## src/rtl/crc_stream_core.sv

```systemverilog
// crc_stream_core
// Streaming CRC engine: accepts one word at a time through a valid/ready
// handshake and folds BITS_PER_CYCLE message bits into the CRC register per
// clock. Byte lane 0 of each word goes first, and each byte is taken MSB-first.
// When the input is reflected, the bits of each byte are reversed as the word
// is captured. The polynomial, XOR-out and reflection settings are copied into
// shadow registers on clr_i, so the configuration inputs may change freely
// while a message is being processed. A message may span any number of words;
// the word flagged last produces the final CRC.

module crc_stream_core #(
  parameter int CRC_WIDTH      = 32,
  parameter int DATA_WIDTH     = 32,
  parameter int BITS_PER_CYCLE = 8
) (
  input  logic                            clk_i,
  input  logic                            rst_n_i,
  input  logic [CRC_WIDTH-1:0]            cfg_poly_i,
  input  logic [CRC_WIDTH-1:0]            cfg_init_i,
  input  logic [CRC_WIDTH-1:0]            cfg_xorout_i,
  input  logic                            cfg_refin_i,
  input  logic                            cfg_refout_i,
  input  logic                            clr_i,
  input  logic                            dat_valid_i,
  output logic                            dat_ready_o,
  input  logic [DATA_WIDTH-1:0]           dat_i,
  input  logic [$clog2(DATA_WIDTH/8):0]   dat_nbytes_i,
  input  logic                            dat_last_i,
  output logic [CRC_WIDTH-1:0]            crc_o,
  output logic                            crc_valid_o,
  output logic                            busy_o
);

  localparam int LANES = DATA_WIDTH / 8;
  localparam int NB_W  = $clog2(LANES) + 1;
  // A bit position within the word is {lane index, bit-in-byte}.
  localparam int CNT_W = NB_W + 3;

  localparam logic [NB_W-1:0]  LANES_N = NB_W'(LANES);
  localparam logic [CNT_W-1:0] STEP_N  = CNT_W'(BITS_PER_CYCLE);

  typedef enum logic [1:0] {
    ST_IDLE,
    ST_BUSY,
    ST_FINAL
  } state_e;

  state_e                state_q, state_d;
  logic [CRC_WIDTH-1:0]  crc_q, crc_d;
  logic [CRC_WIDTH-1:0]  poly_q, poly_d;
  logic [CRC_WIDTH-1:0]  xorout_q, xorout_d;
  logic                  refin_q, refin_d;
  logic                  refout_q, refout_d;
  logic [DATA_WIDTH-1:0] word_q, word_d;
  logic [CNT_W-1:0]      total_bits_q, total_bits_d;
  logic [CNT_W-1:0]      bit_cnt_q, bit_cnt_d;
  logic                  last_q, last_d;
  logic [CRC_WIDTH-1:0]  crc_out_q, crc_out_d;
  logic                  crc_valid_q, crc_valid_d;

  logic                  accept;
  logic [NB_W-1:0]       nbytes_clamped;
  logic [CNT_W-1:0]      bit_base;
  logic [7:0]            cur_byte;
  logic [7:0]            aligned_byte;
  logic [CNT_W-1:0]      bit_cnt_next;
  logic [CRC_WIDTH-1:0]  crc_folded;

  // Reverses the bit order inside every byte lane of a word.
  function automatic logic [DATA_WIDTH-1:0] reflect_lanes(input logic [DATA_WIDTH-1:0] w);
    logic [DATA_WIDTH-1:0] r;
    r = '0;
    for (int l = 0; l < LANES; l++) begin
      for (int b = 0; b < 8; b++) begin
        r[l*8+b] = w[l*8+7-b];
      end
    end
    return r;
  endfunction

  // Reverses the bit order of a whole CRC value.
  function automatic logic [CRC_WIDTH-1:0] reflect_crc(input logic [CRC_WIDTH-1:0] c);
    logic [CRC_WIDTH-1:0] r;
    r = '0;
    for (int j = 0; j < CRC_WIDTH; j++) begin
      r[j] = c[CRC_WIDTH-1-j];
    end
    return r;
  endfunction

  // Shifts BITS_PER_CYCLE bits into the CRC, taking them from the top of 'aligned' downwards.
  function automatic logic [CRC_WIDTH-1:0] fold_bits(input logic [CRC_WIDTH-1:0] c,
                                                     input logic [CRC_WIDTH-1:0] poly,
                                                     input logic [7:0]           aligned);
    logic [CRC_WIDTH-1:0] r;
    logic                 fb;
    r = c;
    for (int k = 0; k < BITS_PER_CYCLE; k++) begin
      fb = r[CRC_WIDTH-1] ^ aligned[7-k];
      r  = {r[CRC_WIDTH-2:0], 1'b0} ^ ({CRC_WIDTH{fb}} & poly);
    end
    return r;
  endfunction

  assign dat_ready_o = (state_q == ST_IDLE) && !clr_i;
  assign accept      = dat_valid_i && dat_ready_o;
  assign busy_o      = (state_q != ST_IDLE);
  assign crc_o       = crc_out_q;
  assign crc_valid_o = crc_valid_q;

  // Select the current byte, align the next unprocessed bit to bit 7, and fold one step.
  always_comb begin
    nbytes_clamped = (dat_nbytes_i > LANES_N) ? LANES_N : dat_nbytes_i;
    bit_base       = {bit_cnt_q[CNT_W-1:3], 3'b000};
    cur_byte       = 8'(word_q >> bit_base);
    aligned_byte   = cur_byte << bit_cnt_q[2:0];
    bit_cnt_next   = bit_cnt_q + STEP_N;
    crc_folded     = fold_bits(crc_q, poly_q, aligned_byte);
  end

  // Next-state logic: clr_i overrides everything; otherwise IDLE -> BUSY -> (FINAL) -> IDLE.
  always_comb begin
    state_d      = state_q;
    crc_d        = crc_q;
    poly_d       = poly_q;
    xorout_d     = xorout_q;
    refin_d      = refin_q;
    refout_d     = refout_q;
    word_d       = word_q;
    total_bits_d = total_bits_q;
    bit_cnt_d    = bit_cnt_q;
    last_d       = last_q;
    crc_out_d    = crc_out_q;
    crc_valid_d  = crc_valid_q;

    if (clr_i) begin
      state_d     = ST_IDLE;
      crc_d       = cfg_init_i;
      poly_d      = cfg_poly_i;
      xorout_d    = cfg_xorout_i;
      refin_d     = cfg_refin_i;
      refout_d    = cfg_refout_i;
      crc_valid_d = 1'b0;
      bit_cnt_d   = '0;
    end else begin
      case (state_q)
        ST_IDLE: begin
          if (accept && (nbytes_clamped != '0 || dat_last_i)) begin
            crc_valid_d  = 1'b0;
            word_d       = refin_q ? reflect_lanes(dat_i) : dat_i;
            total_bits_d = {nbytes_clamped, 3'b000};
            bit_cnt_d    = '0;
            last_d       = dat_last_i;
            state_d      = (nbytes_clamped != '0) ? ST_BUSY : ST_FINAL;
          end
        end
        ST_BUSY: begin
          crc_d     = crc_folded;
          bit_cnt_d = bit_cnt_next;
          if (bit_cnt_next == total_bits_q) begin
            state_d = last_q ? ST_FINAL : ST_IDLE;
          end
        end
        ST_FINAL: begin
          crc_out_d   = (refout_q ? reflect_crc(crc_q) : crc_q) ^ xorout_q;
          crc_valid_d = 1'b1;
          state_d     = ST_IDLE;
        end
        default: begin
          state_d = ST_IDLE;
        end
      endcase
    end
  end

  // State register with synchronous active-low reset.
  always_ff @(posedge clk_i) begin
    if (!rst_n_i) begin
      state_q <= ST_IDLE;
    end else begin
      state_q <= state_d;
    end
  end

  // Datapath, shadow configuration and result registers; all clear on reset.
  always_ff @(posedge clk_i) begin
    if (!rst_n_i) begin
      crc_q        <= '0;
      poly_q       <= '0;
      xorout_q     <= '0;
      refin_q      <= 1'b0;
      refout_q     <= 1'b0;
      word_q       <= '0;
      total_bits_q <= '0;
      bit_cnt_q    <= '0;
      last_q       <= 1'b0;
      crc_out_q    <= '0;
      crc_valid_q  <= 1'b0;
    end else begin
      crc_q        <= crc_d;
      poly_q       <= poly_d;
      xorout_q     <= xorout_d;
      refin_q      <= refin_d;
      refout_q     <= refout_d;
      word_q       <= word_d;
      total_bits_q <= total_bits_d;
      bit_cnt_q    <= bit_cnt_d;
      last_q       <= last_d;
      crc_out_q    <= crc_out_d;
      crc_valid_q  <= crc_valid_d;
    end
  end

endmodule
```

## config.mk

```make
export PLATFORM = sky130hd
export DESIGN_NAME = crc_stream_core
export DESIGN_NICKNAME = d
export VERILOG_FILES = /design/src/rtl/crc_stream_core.sv
export SDC_FILE = /design/constraint.sdc
export NUM_CORES = 1
export LEC_CHECK = 0
export CELL_PAD_IN_SITES_DETAIL_PLACEMENT = 0
export CELL_PAD_IN_SITES_GLOBAL_PLACEMENT = 1
export CORE_AREA = 2 2 171 173
export DETAILED_ROUTE_END_ITERATION = 7
export DIE_AREA = 0 0 173 175
export GPL_ROUTABILITY_DRIVEN = 0
export PLACE_DENSITY_LB_ADDON = 0.1
export SLEW_MARGIN = 10
export SYNTH_ARGS = -nofsm -noshare
export SYNTH_HDL_FRONTEND = slang
export SYNTH_SLANG_ARGS = --single-unit
```

## constraint.sdc

```tcl
create_clock -name clk_i -period 8.9 [get_ports clk_i]
set_input_delay 0.89 -clock clk_i [delete_from_list [all_inputs] [get_ports clk_i]]
set_output_delay 0.89 -clock clk_i [all_outputs]
set_load 0.1 [all_outputs]
```

==> impl_metrics.toml <==
[clock_tree]
cts_resized = 0
clk_pin_slew_ps = 80
cts_sinks = 172
cts_tree = "built"
clock-root-buffer = "clkbuf_16"
htree_levels = 4
clk_latency_ps = 440
clockBufferDepth = 2
numCtsBuffers = 17
postCtsHoldBufs = 0
post_cts_buffers = 0

[placed_design]
portBuffers = 172
place_inst = 1970
dp_slack_ps = 2480
place_hpwl_um = 25300

[detailed_routing]
top_layer_used = "met4"
met3_length_um = 1430
wl_per_cell_um = 18.2
drt-initial-drc-count = 738
wl_met1_um = 16100
antenna_left = 0
first_pass_iters = 5
vias = 10712
via_per_inst = 5.34
route.met2.wl_um = 18300
drc = 0
wirelength_um = 36600

[timing]
worst_slew_pin_slew_ps = 1130
rsz0062_at_grt = "false"
finalCriticalPeriod_ps = 6410
fmax_mhz = 156
setup_ws_ps = 2490
hold_viol = 0
fin_setup_tns_ps = 0
finalCritPeriodShare_pct = 72.1
maxSlewHeadroom_pct = 24.6
setup_viol = 0
slew_viol_final = 0
finClkSkew_ps = 16.4

[worst_setup_path]
arrival_ps = 6740
cp_cell_sequence = "mux4_2, mux2_1, a222oi_1, xor2_2, nor2_1, a22o_1, nor4_2, or2_1, mux2_1, o211a_1, or2_1, xnor2_4, buf_4, a21oi_1, o31ai_1"
start_kind = "flip-flop"
cp_max_fo = 34
cp-end-kind = "flip-flop"
cpPeakStageDelay_ps = 750
crit_buf_inv = 1
crit_required_ps = 9230
slowest_stage = "dfxtp_1"
worst-setup-path-type = "reg -> reg"
rrSetupSlack_ps = 2490
crit_family = "compound AO/OA/AOI/OAI gates"

[floorplanning]
core_area_sq_um = 28400
dieWidth_um = 173
num_rows = 62
die_area_sq_um = 30300
start_util_pct = 44.5
die_height_um = 175
num_io_pins = 173

[synth]
synth-simple-area-share_pct = 19.6
synth_area_per_cell_sq_um = 8.20
synthArstFlopShare_pct = 0
synth_top_family_by_area = "simple AND/OR/NAND/NOR gates"
ys_ff_latch = 172
yosys.area.top_type = "dfxtp_1"
synthAdderAreaFrac_pct = 0.0991
synth_edf_count = 0
synth_compound_area_share_pct = 16.1
yosysWarnings = 0
ys_types = 74
syn_inst = 1540
ys.flop_type = "dfxtp_1"
synth_common_cells = "nand2_1, dfxtp_1, xnor2_1"
syn_area_sq_um = 12600
synth_nets = 1679
synthMuxAreaShare_pct = 12.6
ys_seq_area_share_pct = 27.3
synth_top_area_share_pct = 27.3
netlist_top_cells_area = "dfxtp_1, xnor2_1, nand2_1"
synth-xor-area-share_pct = 19.6
post-synth-top-count-cell = "nand2_1"

[finish]
layout-drive-gt1-share_pct = 5.32
fin_cells = 2005
final_nets = 1744
area_growth_pct = 19.1

[pwr]
ir_drop_mv = 0.115
cellPowerDensity_nw_per_um2 = 174
p_leak_uw = 0.00588

[global_routing]
grt_overflow = 0
grt_pass1_vias = 10381
grt_pass1_wl_um = 58100
grt_usage_pct = 24.0
grt_max_degree = 127
antenna_found_initial = 3

[run]
cap_violations = 0

[run_status]
status = "finished clean"

[min_path]
hold_path.class = "reg -> reg"
[power by group]
group / switching [uW] / internal, uW / leakage (uW)
sequential: 72.0 / 809 / 0.00141
combinational: 499 / 449 / 0.00417
clock: 406 / 386 / 0.000299
[final cells by class]
| class | count | area [sq um] |
|---|---|---|
| Multi-Input combinational cell | 1218 | 8620 |
| Timing Repair Buffer | 185 | 1820 |
| Sequential cell | 172 | 3450 |
| Clock inverter | 15 | 193 |
| Fill cell | 2765 | 13400 |
| Inverter | 11 | 41.3 |
| Clock buffer | 17 | 425 |
| Antenna cell | 3 | 7.51 |
| Tap cell | 384 | 480 |
[through the flow]
stage          power (uW)  area [sq um]  hold slack, ps  util [%]
2_1_floorplan        1600         12600             453         -
3_3_place_gp         1830         14400             450      50.7
3_5_place_dp         1840         14400             455      50.7
4_1_cts              2640         15000             466      52.9
5_1_grt              2760         15000             498      53.0
6_report             2620         15000             465      53.0
[final timing paths]
kind	from	endpoint	cells after the start
max	bit_cnt_q[4]	crc_q[24]	15
max reg2reg	bit_cnt_q[4]	crc_q[24]	15
min reg2reg	crc_o[1]	crc_o[1]	2
min	crc_o[1]	crc_o[1]	2
[cells by family after synthesis]
kind of cell / after synthesis
and+or+nand+nor: 556
AOI/OAI and AO/OA: 283
muxes: 148
buffers and inverters: 150
adders and majority gates: 1
xor gates and xnor gates: 230
DFF: 172
[tightest hold or removal path: stages (launching register included)]
cell,delay (ps)
dfxtp_1,310
nand2_1,50
a21boi_0,60
[cells in the final DEF, fill, tap and decap left out, types with 32 or more instances in the layout]
cell / n
xnor2_1: 159
clkdlybuf4s50_1: 170
nand2_1: 374
a21oi_1: 39
mux2i_1: 137
a21boi_0: 35
o21ai_1: 32
xor2_1: 35
o21ai_0: 50
nor2b_1: 68
o211a_1: 35
dfxtp_1: 170
[sequential cells by signal, summed over array words and instances, names as in the netlist]
signal	cells
crc_valid_o	1
xorout_q	32
refout_q	1
total_bits_q	3
refin_q	1
crc_q	32
bit_cnt_q	3
last_q	1
word_q	32
state_q	2
poly_q	32
crc_o	32
[per-layer routing]
metal  global-route usage, %  vias up
met2                    41.9      228
met5                       0        -
met4                    7.24        0
met1                    30.4     5060
met3                    3.79       38
li1                        -     5386
Power figures use the tool's default switching activity.
